[src/rtl/ledm_scan_ctrl.sv]
// Column-scan controller for a 5x8 LED matrix: double-buffered frame store,
// blanking dead time between columns and 16-level brightness gating per dwell.
module ledm_scan_ctrl #(
    parameter int unsigned DWELL_CYCLES   = 50000,
    parameter int unsigned BLANK_CYCLES   = 500,
    parameter bit          COL_ACTIVE_LOW = 1'b1,
    parameter bit          ROW_ACTIVE_LOW = 1'b0
) (
    input  logic       CLOCK_50MHz,
    input  logic       RESET,
    input  logic       WR_EN,
    input  logic [2:0] WR_ADDR,
    input  logic [7:0] WR_DATA,
    input  logic       SWAP_REQ,
    output logic       SWAP_ACK,
    input  logic [3:0] BRIGHT,
    output logic       FRAME_START,
    output logic [4:0] LEDM_C,
    output logic [7:0] LEDM_R
);

    localparam int unsigned MAX_CYC = (DWELL_CYCLES > BLANK_CYCLES) ? DWELL_CYCLES : BLANK_CYCLES;
    localparam int unsigned CW      = $clog2(MAX_CYC + 1);

    localparam logic [CW-1:0] DWELL_LAST = CW'(DWELL_CYCLES - 1);
    localparam logic [CW-1:0] BLANK_LAST = CW'(BLANK_CYCLES - 1);
    localparam logic [CW-1:0] DWELL_FULL = CW'(DWELL_CYCLES);
    localparam logic [CW-1:0] BRIGHT_STEP = CW'(DWELL_CYCLES / 16);

    localparam logic [4:0] COL_OFF = COL_ACTIVE_LOW ? 5'b11111 : 5'b00000;
    localparam logic [7:0] ROW_OFF = ROW_ACTIVE_LOW ? 8'hFF : 8'h00;

    typedef enum logic {
        ST_BLANK,
        ST_DRIVE
    } state_t;

    state_t          state, state_nx;
    logic [2:0]      col, col_nx;
    logic [CW-1:0]   timer, timer_nx;
    logic [3:0]      bright_q, bright_nx;
    logic [4:0][7:0] buf0, buf1;
    logic            front_sel, front_sel_nx;
    logic            swap_pend, swap_pend_nx;
    logic            frame_edge, do_swap;
    logic [CW-1:0]   on_lim;
    logic [7:0]      front_col;
    logic            row_on;
    logic [4:0]      col_pins_nx;
    logic [7:0]      row_pins_nx;

    always_comb begin
        state_nx   = state;
        col_nx     = col;
        timer_nx   = timer + 1'b1;
        bright_nx  = bright_q;
        frame_edge = 1'b0;
        case (state)
            ST_BLANK: begin
                if (timer == BLANK_LAST) begin
                    state_nx  = ST_DRIVE;
                    timer_nx  = '0;
                    bright_nx = BRIGHT;
                end
            end
            ST_DRIVE: begin
                if (timer == DWELL_LAST) begin
                    state_nx = ST_BLANK;
                    timer_nx = '0;
                    if (col == 3'd4) begin
                        col_nx     = '0;
                        frame_edge = 1'b1;
                    end else begin
                        col_nx = col + 3'd1;
                    end
                end
            end
        endcase
    end

    // Swaps only happen at the frame boundary, so a whole frame always comes
    // from one buffer; a request on the boundary clock carries into next frame.
    always_comb begin
        do_swap      = frame_edge & swap_pend;
        swap_pend_nx = SWAP_REQ | (swap_pend & ~do_swap);
        front_sel_nx = front_sel ^ do_swap;
    end

    // Pins are registered from next-state values so they change on the same
    // edge that enters a state. Front data read here is never swapped on a
    // BLANK->DRIVE edge, so the current buffer select is the right one.
    always_comb begin
        on_lim      = (bright_nx == 4'hF) ? DWELL_FULL : CW'(bright_nx) * BRIGHT_STEP;
        front_col   = front_sel ? buf1[col_nx] : buf0[col_nx];
        row_on      = (state_nx == ST_DRIVE) && (timer_nx < on_lim);
        col_pins_nx = COL_OFF;
        row_pins_nx = ROW_OFF;
        if (state_nx == ST_DRIVE) begin
            col_pins_nx = COL_OFF ^ (5'b00001 << col_nx);
        end
        if (row_on) begin
            row_pins_nx = ROW_OFF ^ front_col;
        end
    end

    always_ff @(posedge CLOCK_50MHz) begin
        if (RESET) begin
            state       <= ST_BLANK;
            col         <= '0;
            timer       <= '0;
            bright_q    <= '0;
            front_sel   <= 1'b0;
            swap_pend   <= 1'b0;
            SWAP_ACK    <= 1'b0;
            FRAME_START <= 1'b0;
            LEDM_C      <= COL_OFF;
            LEDM_R      <= ROW_OFF;
        end else begin
            state       <= state_nx;
            col         <= col_nx;
            timer       <= timer_nx;
            bright_q    <= bright_nx;
            front_sel   <= front_sel_nx;
            swap_pend   <= swap_pend_nx;
            SWAP_ACK    <= do_swap;
            FRAME_START <= frame_edge;
            LEDM_C      <= col_pins_nx;
            LEDM_R      <= row_pins_nx;
        end
    end

    // Writes target the buffer that is back before this edge's swap.
    always_ff @(posedge CLOCK_50MHz) begin
        if (RESET) begin
            buf0 <= '0;
            buf1 <= '0;
        end else if (WR_EN && (WR_ADDR < 3'd5)) begin
            if (front_sel) begin
                buf0[WR_ADDR] <= WR_DATA;
            end else begin
                buf1[WR_ADDR] <= WR_DATA;
            end
        end
    end

endmodule
[config.mk]
export PLATFORM = sky130hd
export DESIGN_NAME = ledm_scan_ctrl
export DESIGN_NICKNAME = d
export VERILOG_FILES = /design/src/rtl/ledm_scan_ctrl.sv
export SDC_FILE = /design/constraint.sdc
export NUM_CORES = 1
export LEC_CHECK = 0
export ABC_AREA = 1
export BUFFER_PORTS_ARGS = -buffer_cell sky130_fd_sc_hd__buf_4
export CELL_PAD_IN_SITES_DETAIL_PLACEMENT = 1
export CELL_PAD_IN_SITES_GLOBAL_PLACEMENT = 2
export CORE_AREA = 2 2 140 142
export DETAILED_ROUTE_END_ITERATION = 10
export DIE_AREA = 0 0 142 144
export GPL_ROUTABILITY_DRIVEN = 0
export GPL_TIMING_DRIVEN = 0
export PLACE_DENSITY_LB_ADDON = 0.1
export REMOVE_ABC_BUFFERS = 1
export SLEW_MARGIN = 10
export SYNTH_ARGS = -nofsm -noshare
export SYNTH_HDL_FRONTEND = slang
export SYNTH_SLANG_ARGS = --single-unit
[constraint.sdc]
create_clock -name CLOCK_50MHz -period 7.4 [get_ports CLOCK_50MHz]
set_input_delay 0.74 -clock CLOCK_50MHz [delete_from_list [all_inputs] [get_ports CLOCK_50MHz]]
set_output_delay 0.74 -clock CLOCK_50MHz [all_outputs]
set_load 0.01 [all_outputs]
# After elaboration in Yosys (flattened, before gate mapping)
# Index checks and enable logic that the tools add are counted.
[totals]
regBits = 121
latch_bits = 0
ramBits = 0
mem_bits_ro = 0
out_inout_bits = 15
wordCells = 74
memories = 0
[op_classes]
add_sub_neg = 2
multipliers = 1
div = 0
n_lt_le_gt_ge = 5
eq_ne = 4
n_shift = 1
mux = 24
bitwise_logic = 10
n_reduce_logical = 7
[op_table]
columns = ["cell", "n"]
rows = [
  ["$bwmux 40", 2],
  ["$bmux 8 s3", 2],
  ["$mux 16", 3],
  ["$mux 8", 4],
  ["$pmux 16 s2", 1],
  ["$demux 8 s3", 1],
  ["$add 16x1->16 const B", 1],
  ["$eq 16x16->1 const B", 1],
  ["$eq 16x9->1 const B", 1],
  ["$lt 16x16->1", 1],
  ["$mul 4x12->16 const B", 1],
  ["$mux 3", 3],
  ["$lt 3x4->1 const B", 2],
  ["$mux 4", 2],
  ["$mux 1", 5],
  ["$not 1->1", 5],
  ["$not 5->5", 1],
  ["$shl 1x3->5 const A", 1],
  ["$eq 4x4->1 const B", 1],
  ["$reduce_and 2->1", 2],
  ["$reduce_or 2->1", 2],
  ["$add 3x1->3 const B", 1],
  ["$eq 3x3->1 const B", 1],
  ["$ge 3x1->1 const B", 1],
  ["6 further kinds", 9],
]

# Depth between registers and ports, before layout
# Gate-level depths: netlist of the first run.
[logic_depth]
depth_word = 9
ltp_mapped = 31

# Worst setup path after synthesis of the first run
# Ideal clock, no wire load.
[synth_path]
path_type = "reg2reg"
start = "register timer[0]"
end = "register LEDM_R[0]"
setup_ps = 120
arrival_ps = 4231
t_required_ps = 7280
setup_slack_ps = 3049
path_stages_with_launch = 28
n_path_buf = 0
synth_period_minus_slack_ps = 4351
path_cell_list = "dfxtp_1 > ha_1 > inv_1 > nor2_1 > nand2_1 > nor2_1 > nand3_1 > o21ai_0 > inv_1 > ha_1 > ha_1 > ha_1 > nand2_1 > inv_1 > nand4_1 > nand2_1 > a21oi_1 > nor3_1 > a21oi_1 > nor2_1 > xor2_1 > nor2_1 > ha_1 > nand4_1 > o221ai_1 > nor2_1 > nand2_1 > nor2_1"
[synth_between]
elab_chain_cells = 9
elab_cells_between_ends = 25
[synth_rtl]
columns = ["element", "line", "rtl"]
rows = [
  ["start: declaration", "40", "logic [CW-1:0] timer, timer_nx;"],
  ["start signal: assignment", "121", "timer <= timer_nx;"],
  ["$eq 16x9->1 (*)", "60", "if (timer == BLANK_LAST) begin"],
  ["$mux 4 (*)", "60", ""],
  ["$mux 4 (*)", "58", "case (state)"],
  ["via bright_nx[2]", "41", "logic [3:0] bright_q, bright_nx;"],
  ["$mul 4x12->16 or $eq 4x4->1 (tied branches)", "93", "on_lim = (bright_nx == 4'hF) ? DWELL_FULL : CW'(bright_nx) * BRIGHT_STEP;"],
  ["$mux 16 (*)", "93", ""],
  ["$lt 16x16->1 (*)", "95", "row_on = (state_nx == ST_DRIVE) && (timer_nx < on_lim);"],
  ["$logic_and 1x1->1 (*)", "95", ""],
  ["$not 1->1 (no line) (*)", "--", ""],
  ["$reduce_or 2->1 (no line) (*)", "--", ""],
  ["end signal: assignment", "128", "LEDM_R <= row_pins_nx;"],
  ["end: declaration", "19", "output logic [7:0] LEDM_R"],
]
# Mark *: on every way through the listed nets, which the timed path passes. The rest lies on a longest branch. The select of a mux whose other input is x is not followed.
# A chain may end at the register's enable or synchronous reset.

# Worst setup path in the final report of the first run
[layout_path]
start = "register timer[0]"
end = "register LEDM_R[5]"
# Same word-level chain as after synthesis.

==> flow_metrics.py, run 1 <==
metrics = {
    "grt": {
        "grt_usage_pct": 20.2,
        "grt_pass1_vias": 5977,
        "antenna_found_initial": 0,
        "grt_pass1_wl_mm": 31.8,
        "overflow": 0,
        "grt_max_degree": 55,
    },
    "timing": {
        "skew_ps": 9.36,
        "report.final.setup_viol": 0,
        "fin_tns_setup_ps": 0,
        "rsz0062_at_grt": "false",
        "slew_viol_final": 0,
        "clock.fmax_mhz": 176,
        "relSlewSlack_pct": 41.7,
        "tightest_slew_ps": 871,
        "hold_violations": 0,
        "min_period_ps": 5670,
        "fin_crit_sh_pct": 76.6,
    },
    "cts": {
        "numCtsBuffers": 17,
        "post-cts-setup-buffers": 0,
        "cts.path.max_buffers": 2,
        "cts.sinks": 121,
        "path_clk_slew_ps": 60,
        "cts-root-buf": "clkbuf_16",
        "ctsHoldBuffers": 0,
        "cts_tree": "built",
        "h-tree-depth": 4,
        "insertion_delay_ps": 420,
        "post_cts_resized": 0,
    },
    "route": {
        "initialDrtViolationCount": 235,
        "vias_per_cell": 4.79,
        "firstDrtPassIters": 4,
        "avgRoutedWirePerCell_microns": 15.5,
        "drtAntennaViolNets": 0,
        "via_count": 6011,
        "drc": 0,
        "routed_wl_mm": 19.5,
    },
    "logic_synthesis": {
        "yosys-top-cells-area": "dfxtp_1 37%, nand2_1 17%, nor2_1 9.3%",
        "synth.distinct_cells": 37,
        "syn_area_per_cell_sq_um": 6.60,
        "syn_inst": 992,
        "syn_area_sq_um": 6550,
        "yosys_warnings": 0,
        "synth_largest_area_cell": "dfxtp_1",
        "synth_seq_cells": 121,
        "synth_top_area_share_pct": 37.0,
        "seq_area_frac_synth_pct": 37.0,
    },
    "floorplan": {
        "io_pins": 34,
        "dieHeight_microns": 144,
        "dieWidth_microns": 142,
        "num_rows": 51,
        "dieArea_sq_um": 20400,
        "start_util_pct": 34.3,
        "coreArea_sq_um": 19100,
    },
    "critical_path": {
        "worstPathRequired_ps": 7710,
        "critical_path_arrival_ps": 5980,
        "cp_max_fo": 8,
        "crit_type": "register to register",
        "crit_path_end_kind": "register",
        "cp-start-kind": "register",
    },
    "placement": {
        "dp_hpwl_mm": 13.3,
        "numPortBuffers": 33,
        "post_dp_cell_area_sq_um": 6900,
    },
    "layout": {
        "drive_gt1_share_pct": 8.55,
        "fin_area_sq_um": 7480,
        "fillers": 2478,
        "area_delta_synth_final_pct": 14.2,
        "antenna_cells": 0,
        "fin_nets": 1059,
    },
    "run_status": {
        "status": "finished, final reports clean",
    },
    "pwr": {
        "ir_worst_vdd_uv": 155,
        "power_mw": 1.55,
        "power_density_nw_per_um2": 207,
        "leakage_nw": 3.57,
    },
    "worst_hold_path": {
        "hold_path.class": "register to register",
    },
    "flow_run": {
        "max_cap_violations": 0,
    },
}
## through the flow
| stage | std cells | setup WS [ps] | utilization [%] | hold slack (ps) |
|---|---|---|---|---|
| detailed placement | 1223 | 1690 | 36.2 | 437 |
| finish | 1255 | 1730 | 39.2 | 444 |
| global placement | 1222 | 1670 | 36.1 | 434 |
| floorplan | 951 | 3050 | - | 426 |
| CTS | 1255 | 1650 | 39.2 | 445 |
| global route | 1255 | 1140 | 39.2 | 463 |
## where the power goes
group | internal, mW | switching [mW]
Sequential | 0.660 | 0.00516
Clock | 0.504 | 0.317
Combinational | 0.0212 | 0.0410
## final timing paths
check | startpoint | depth (start not counted) | slack (ps) | end
max | timer[0]$_SDFF_PP0_ | 27 | 1730 | LEDM_R[5]$_SDFF_PP0_
min | buf0[0]$_SDFFE_PP0P_ | 2 | 440 | buf0[0]$_SDFFE_PP0P_
max reg2reg | timer[0]$_SDFF_PP0_ | 27 | 1730 | LEDM_R[5]$_SDFF_PP0_
min reg2reg | buf0[0]$_SDFFE_PP0P_ | 2 | 440 | buf0[0]$_SDFFE_PP0P_
## registers in the layout, indices dropped and copies added, names as in the netlist, 3 cells and up
register	count
col	3
buf0	40
LEDM_C	5
timer	16
LEDM_R	8
buf1	40
bright_q	4
## worst max-delay path, stage by stage (launching register included)
cell	delay, ps
dfxtp_1	370
ha_1	280
inv_1	60
nor2_1	80
nand2_1	50
nor2_1	230
nand3_1	280
o21ai_0	500
inv_1	220
ha_1	340
ha_1	370
ha_1	350
nand2_1	60
inv_1	70
nand4_1	70
nand2_1	110
a21oi_1	70
nor3_1	310
a21oi_1	120
nor2_1	130
xor2_1	200
nor2_1	80
ha_1	290
nand4_1	120
o221ai_1	130
nor2_1	100
nand2_1	230
nor2_1	300
## area by class of cell
class	instances	area [sq um]	share of cell area, %
Clock buffer	21	450	6.03
Clock inverter	11	124	1.66
Inverter	105	395	5.29
Multi-Input combinational cell	725	3520	47.1
Sequential cell	121	2420	32.4
Tap cell	238	298	3.98
Timing Repair Buffer	34	268	3.58
## cell usage in the layout, fill, tap and decap left out, types with 2 or more instances in the layout
master / n
o21ai_0: 87
bufinv_16: 2
nor4_1: 5
a211oi_1: 3
nand3_1: 21
clkbuf_16: 17
clkbuf_1: 3
dfxtp_1: 121
nand2_1: 288
clkinv_4: 3
clkinvlp_4: 3
nor2_1: 162
inv_1: 101
clkinv_2: 4
nor2_2: 3
nand3_4: 2
nand4_1: 13
a31o_2: 2
inv_2: 3
xor2_1: 9
o21a_1: 3
xnor2_1: 3
ha_1: 36
buf_4: 33
a21oi_1: 52
nand2_2: 8
nand2_4: 2
nor3_1: 15
a21o_1: 2
## cells in the mapped netlist
master      n
a211oi_1    3
inv_2       2
nand4_1    13
inv_1     102
and2_1      1
nor2_4      1
buf_4       5
nor2_2      3
a21oi_1    52
xor2_1      9
nor2_1    162
nand2_2     7
nand3_1    21
dfxtp_1   121
clkbuf_1   17
buf_2       7
nand3_4     2
clkinv_2    1
a31o_2      2
nand2_4     2
o21ai_0    87
o21a_1      3
o21bai_1    1
nand2_1   289
xnor2_1     3
nand3b_1    1
a21o_1      2
a31oi_1     1
buf_6       4
nor3_1     15
nor3b_1     1
or2_2       1
ha_1       36
nor2_8      1
buf_1       8
nor4_1      5
o221ai_1    1
## routing by layer
| metal | vias to the layer above | GRT usage (%) | wire [microns] |
|---|---|---|---|
| li1 | 3159 | - | - |
| met1 | 2776 | 25.2 | 9200 |
| met2 | 57 | 35.9 | 9590 |
| met3 | 19 | 3.15 | 389 |
| met4 | 0 | 6.26 | 274 |
| met5 | - | 0 | 0 |
## kinds of logic (layout without fill, tap and decap cells)
family	after synthesis	in the layout	share of synthesized area (%)
AOI/OAI and AO/OA	152	152	12.2
xor gates and xnor gates	12	12	1.61
adders and majority gates	36	36	6.88
buffers and inverters	146	171	9.27
DFF	121	121	37.0
and+or+nand+nor	525	525	33.1
No activity file was read; power rests on OpenSTA's default activity.
==> run 2, diff against run 1 <==
- ABC_AREA: 1 -> 0
- CORE_AREA: 2 2 140 142 -> 2 2 136 138
- DIE_AREA: 0 0 142 144 -> 0 0 138 140
- clock period: 7.4 -> 5.5 ns (I/O delays scaled with it)
==> run 2 against run 1 <==
Compared with the run above: clock-buffer cell count shrank 3; sequential power rose by 34%; register-to-register slack got worse by 1500 ps; clock skew fell by 0.80 ps; wire length decreased by 12%; worst hold slack got worse by 77 ps; non-clock buffer count increased by 9; critical path type unchanged; largest cell class unchanged; largest power group unchanged.
==> flow_metrics.py, run 2 <==
metrics = {
    "run_status": {
        "status": "finished, final reports clean",
    },
    "placement": {
        "place_inst": 919,
        "numPortBuffers": 33,
        "dp_hpwl_mm": 10.8,
    },
    "grt": {
        "grt_max_degree": 108,
        "top_usage_layer": "met2",
        "use_met1_pct": 23.5,
        "overflow": 0,
        "grt_usage_pct": 17.9,
        "antenna_found_initial": 0,
        "met2_usage_pct": 29.9,
        "grt_pass1_wl_mm": 27.4,
        "met3_usage_pct": 3.52,
        "grt_pass1_vias": 5166,
    },
    "logic_synthesis": {
        "seq_area_frac_synth_pct": 39.3,
        "yosys_warnings": 0,
        "synth-edff-count": 0,
        "synth.distinct_cells": 50,
        "synth_seq_cells": 121,
        "yosys-top-cells-area": "dfxtp_1 39%, mux2i_1 15%, ha_1 7.3%",
        "syn_inst": 694,
        "synthMostInstantiatedCell": "dfxtp_1",
        "ys.flop_type": "dfxtp_1",
        "synth_largest_area_cell": "dfxtp_1",
        "async_reset_ff_share_pct": 0,
        "synth_top_area_share_pct": 39.3,
        "synth_common_cells": "121 x dfxtp_1, 114 x nor2_1, 92 x mux2i_1",
        "syn_area_sq_um": 6160,
        "syn_area_per_cell_sq_um": 8.88,
    },
    "worst_hold_path": {
        "hold_path_end": "swap_pend$_SDFF_PP0_",
        "hold_depth": 3,
        "hold_path.class": "primary input to register",
        "worstHoldStart": "SWAP_REQ",
    },
    "floorplan": {
        "dieWidth_microns": 138,
        "coreArea_sq_um": 17800,
        "num_rows": 49,
        "dieArea_sq_um": 19300,
        "dieHeight_microns": 140,
        "start_util_pct": 34.7,
        "io_pins": 34,
    },
    "critical_path": {
        "r2r_start": "timer[4]$_SDFF_PP0_",
        "crit_type": "register to register",
        "r2r_setup_slack_ps": 270,
        "crit_path_end_kind": "register",
        "reg2regPathDepth": 24,
        "r2r-end": "LEDM_R[3]$_SDFF_PP0_",
        "cp_max_fo": 6,
        "critical_path_arrival_ps": 5510,
        "cp-start-kind": "register",
        "worstPathRequired_ps": 5780,
    },
    "layout": {
        "antenna_cells": 0,
        "drive_gt1_share_pct": 15.4,
        "fin_nets": 771,
        "instances_no_fill": 958,
        "final_cell_mix": "118 x dfxtp_1, 114 x nor2_1, 91 x mux2i_1, 74 x nand2_1, 38 x a21oi_1",
        "top_regs": "buf0 x40, buf1 x40, timer x16",
        "fillers": 2050,
        "layout_commonest_cell": "dfxtp_1",
        "post-route-util_pct": 41.7,
        "area_delta_synth_final_pct": 20.2,
    },
    "timing": {
        "rsz0062_at_grt": "false",
        "fin_tns_setup_ps": 0,
        "slew_viol_final": 0,
        "hold_violations": 0,
        "fin_crit_sh_pct": 95.0,
        "min_period_ps": 5230,
        "holdWs_ps": 367,
        "skew_ps": 8.56,
        "tightest_slew_ps": 1220,
        "relSlewSlack_pct": 18.1,
        "report.final.setup_viol": 0,
        "clock.fmax_mhz": 191,
    },
    "route": {
        "vias_per_cell": 5.20,
        "routed_wl_mm": 17.1,
        "drtAntennaViolNets": 0,
        "avgRoutedWirePerCell_microns": 17.8,
        "drc": 0,
        "via_count": 4984,
        "initialDrtViolationCount": 141,
        "firstDrtPassIters": 4,
    },
    "cts": {
        "ctsHoldBuffers": 0,
        "numCtsBuffers": 17,
        "cts-root-buf": "clkbuf_16",
        "cts_tree": "built",
        "cts.path.max_buffers": 2,
        "cts.sinks": 121,
        "h-tree-depth": 4,
        "path_clk_slew_ps": 60,
        "insertion_delay_ps": 420,
    },
    "pwr": {
        "leakage_nw": 3.08,
        "power_density_nw_per_um2": 285,
        "ir_worst_vdd_uv": 228,
        "power_mw": 2.11,
    },
    "flow_run": {
        "max_cap_violations": 0,
    },
}
run 2: timing repair:
| item | in CTS | in global routing |
|---|---|---|
| gates resized for setup | 15 | 16 |
| pin swaps | 2 | 4 |
| buffers inserted | 6 | 1 |
| endpoints found under the setup margin | 8 | 8 |
run 2: layout make-up:
cell class	count	area [sq um]	area share [%]
Multi-Input combinational cell	524	3700	49.9
Sequential cell	121	2430	32.8
Clock buffer	18	429	5.79
Timing Repair Buffer	43	362	4.88
Tap cell	229	287	3.87
Clock inverter	14	174	2.35
Inverter	9	33.8	0.456
run 2: kinds of logic after synthesis:
group                    share of synthesized area, %
XOR/XNOR                                         3.41
AO/OA/AOI/OAI                                    10.1
multiplexers                                     15.9
AND/OR/NAND/NOR                                  20.3
buffers and inverters                            3.65
adder cells (fa/ha/maj)                          7.31
flip-flops                                       39.3
run 2: worst max path at each step:
stage	start	endpoint
4_1_cts	timer[13]$_SDFF_PP0_	LEDM_R[1]$_SDFF_PP0_
3_3_place_gp	timer[4]$_SDFF_PP0_	LEDM_R[2]$_SDFF_PP0_
6_report	timer[4]$_SDFF_PP0_	LEDM_R[3]$_SDFF_PP0_
3_5_place_dp	timer[4]$_SDFF_PP0_	LEDM_R[2]$_SDFF_PP0_
5_1_grt	timer[4]$_SDFF_PP0_	LEDM_R[3]$_SDFF_PP0_
2_1_floorplan	timer[4]$_SDFF_PP0_	LEDM_R[0]$_SDFF_PP0_
run 2: power breakdown:
| group | switching (mW) | internal [mW] |
|---|---|---|
| Clock | 0.428 | 0.715 |
| Combinational | 0.0468 | 0.0301 |
| Sequential | 0.00651 | 0.885 |
run 2: stage by stage:
step / instance area, sq um / setup WS (ps)
6_report: 7410 / 273
5_1_grt: 7410 / 18.2
4_1_cts: 7320 / 10.5
3_5_place_dp: 6590 / -1240
3_3_place_gp: 6510 / -1250
2_1_floorplan: 5970 / 317
run 2: worst max-delay path, cell delays in order, from the launching register on:
cell	delay (ps)
dfxtp_4	360
inv_1	70
or3_4	390
nor4_4	260
buf_6	180
mux2_4	350
ha_4	170
xnor2_1	120
ha_1	170
a21o_1	190
ha_4	230
a21o_1	180
a21o_1	200
a21o_1	180
a21o_1	180
a31o_2	260
a31oi_2	200
mux2i_1	100
ha_1	330
nand4_1	150
a211o_1	280
a21oi_2	160
a21oi_4	90
buf_6	150
nor3b_2	150
run 2: routing by layer:
metal / wire length [microns] / part of all wire, %
met1: 8340 / 49
met2: 8030 / 47
met3: 475 / 2.8
met4: 204 / 1.2
met5: 0 / 0
==> run 3, diff against run 2 <==
- clock period: 5.5 -> 6.25 ns (I/O delays scaled with it)
==> run 3 against run 2 <==
Compared with the run above: utilization shrank 1.1 points; via count is 0.80% lower; clock-buffer cell count stayed put; critical path depth unchanged; sequential cell count unchanged; global-route usage is 0.11 points lower; non-clock buffer count decreased by 6; critical path type unchanged.
==> flow_metrics.py, run 3 (synthesized netlist as in run 2, its figures left out) <==
metrics = {
    "run_status": {
        "status": "finished, final reports clean",
    },
    "timing": {
        "holdWs_ps": 443,
        "min_period_ps": 5870,
        "fin_ws_ps": 377,
        "slew_viol_final": 0,
        "hold_violations": 0,
        "skew_ps": 9.07,
        "report.final.setup_viol": 0,
        "rsz0062_at_grt": "false",
        "tightest_slew_ps": 1260,
        "clock.fmax_mhz": 170,
        "fin_crit_sh_pct": 94.0,
        "relSlewSlack_pct": 15.9,
    },
    "pwr": {
        "leakage_nw": 3.05,
        "p_comb_share_pct": 3.5,
        "p_int_mw": 1.43,
        "ir_worst_vdd_uv": 202,
        "p_clk_share_pct": 54.3,
        "switchingPower_uw": 424,
        "power_frac_seq_pct": 42.2,
        "p_sw_share_pct": 22.8,
        "power_density_nw_per_um2": 257,
    },
    "layout": {
        "fillers": 2076,
        "final_cell_mix": "121 x dfxtp_1, 114 x nor2_1, 91 x mux2i_1, 74 x nand2_1, 40 x a21oi_1",
        "area_delta_synth_final_pct": 17.1,
        "layout_commonest_cell": "dfxtp_1",
        "top_regs": "buf0 x40, buf1 x40, timer x16",
        "seqCellArea_sq_um": 2420,
        "multi_input_area_sq_um": 3570,
        "antenna_cells": 0,
        "drive_gt1_share_pct": 12.0,
        "fin_area_sq_um": 7220,
        "fin_nets": 765,
    },
    "grt": {
        "antenna_found_initial": 0,
        "grt_max_degree": 108,
        "grt_pass1_wl_mm": 27.2,
        "grt_usage_pct": 17.8,
        "grt_pass1_vias": 5137,
        "overflow": 0,
    },
    "critical_path": {
        "r2r_start": "timer[4]$_SDFF_PP0_",
        "slowest_delay_ps": 430,
        "crit_type": "register to register",
        "critPathBufInv": 2,
        "crit_top_cell": "a21o_1",
        "cp_max_fo": 8,
        "path_cells": "inv_1, or3_1, nor4_4, buf_4, mux2_2, ha_1, xnor2_1, ha_1, a21o_1, ha_1, a21o_1, a21o_1, a21o_1, a21o_1, a31o_2, xor2_1, nand2_1, ha_1, a21o_1, a21o_1, a21oi_1, o211ai_1, a21oi_4, nor3b_1",
        "critical-path-top-delay-family": "compound AO/OA/AOI/OAI gates",
        "slowest_stage": "mux2_2",
        "startpoint": "timer[4]$_SDFF_PP0_",
        "cp-start-kind": "register",
        "critical_path_arrival_ps": 6180,
        "crit_path_end_kind": "register",
        "worstPathRequired_ps": 6560,
    },
    "worst_hold_path": {
        "worstHoldStart": "SWAP_REQ",
        "hold_path.class": "primary input to register",
    },
    "floorplan": {
        "dieWidth_microns": 138,
        "io_pins": 34,
        "start_util_pct": 34.7,
        "dieHeight_microns": 140,
        "coreArea_sq_um": 17800,
        "dieArea_sq_um": 19300,
        "num_rows": 49,
    },
    "route": {
        "firstDrtPassIters": 4,
        "vias_per_cell": 5.19,
        "avgRoutedWirePerCell_microns": 17.7,
        "via_count": 4944,
        "drc": 0,
        "drtAntennaViolNets": 0,
        "initialDrtViolationCount": 142,
        "routed_wl_mm": 16.8,
    },
    "cts": {
        "h-tree-depth": 4,
        "cts.path.max_buffers": 2,
        "insertion_delay_ps": 420,
        "ctsHoldBuffers": 0,
        "cts-root-buf": "clkbuf_16",
        "numCtsBuffers": 17,
        "path_clk_slew_ps": 60,
        "cts_tree": "built",
        "cts.sinks": 121,
    },
    "placement": {
        "dp_hpwl_mm": 10.8,
        "post_dp_cell_area_sq_um": 6590,
        "numPortBuffers": 33,
        "dp_slack_ps": -486,
    },
    "flow_run": {
        "max_cap_violations": 0,
    },
}
## run 3: per-layer routing
layer	GRT usage, %	part of all wire, %	vias up
met3	3.52	3.2	14
met1	23.3	49	2424
met5	0	0	-
li1	-	-	2441
met2	29.7	47	65
met4	5.37	1.2	0
## run 3: timing repair
action / 4_1_cts / 5_1_grt
cloned: 0 / 0
resized for setup: 2 / 1
buffers inserted: 0 / 1
pin swaps: 0 / 1
endpoints found under the setup margin: 8 / 8
## run 3: final cells by class
type / instances / area share, %
flip-flops and latches: 121 / 33.6
multi-input cells: 524 / 49.4
inverters: 9 / 0.468
clock buffers: 18 / 5.95
clock inverters: 14 / 2.41
repair buffers: 37 / 4.23
well taps: 229 / 3.97
## run 3: power by group through the flow
stage,sequential (mW),combinational [mW],clock (mW)
after floorplan,0.799,0.0282,0
after detailed placement,0.801,0.0646,0
final,0.784,0.0652,1.01
after global placement,0.800,0.0612,0
after CTS,0.784,0.0652,1.03
after global routing,0.784,0.0723,1.07
## run 3: path summary, 6_finish.rpt
check,end,slack (ps),cells past startpoint
setup / recovery,LEDM_R[2]$_SDFF_PP0_,380,24
hold / removal,swap_pend$_SDFF_PP0_,440,3
setup reg to reg,LEDM_R[2]$_SDFF_PP0_,380,24
hold reg to reg,buf0[11]$_SDFFE_PP0P_,490,2
## run 3: worst min-delay path, delay by kind of cell
family | cells | cell delay (ps)
buffers and inverters | 1 | 80
AND/OR/NAND/NOR | 1 | 80
AO/OA/AOI/OAI | 1 | 30
## run 3: per-stage QoR
step | instances | total power [mW] | setup TNS (ps) | util, %
global route | 952 | 1.93 | 0 | 40.6
detailed placement | 919 | 0.865 | -2840 | 37.1
global placement | 916 | 0.861 | -3030 | 36.6
CTS | 951 | 1.88 | 0 | 40.5
floorplan | 654 | 0.827 | 0 | -
finish | 952 | 1.86 | 0 | 40.6
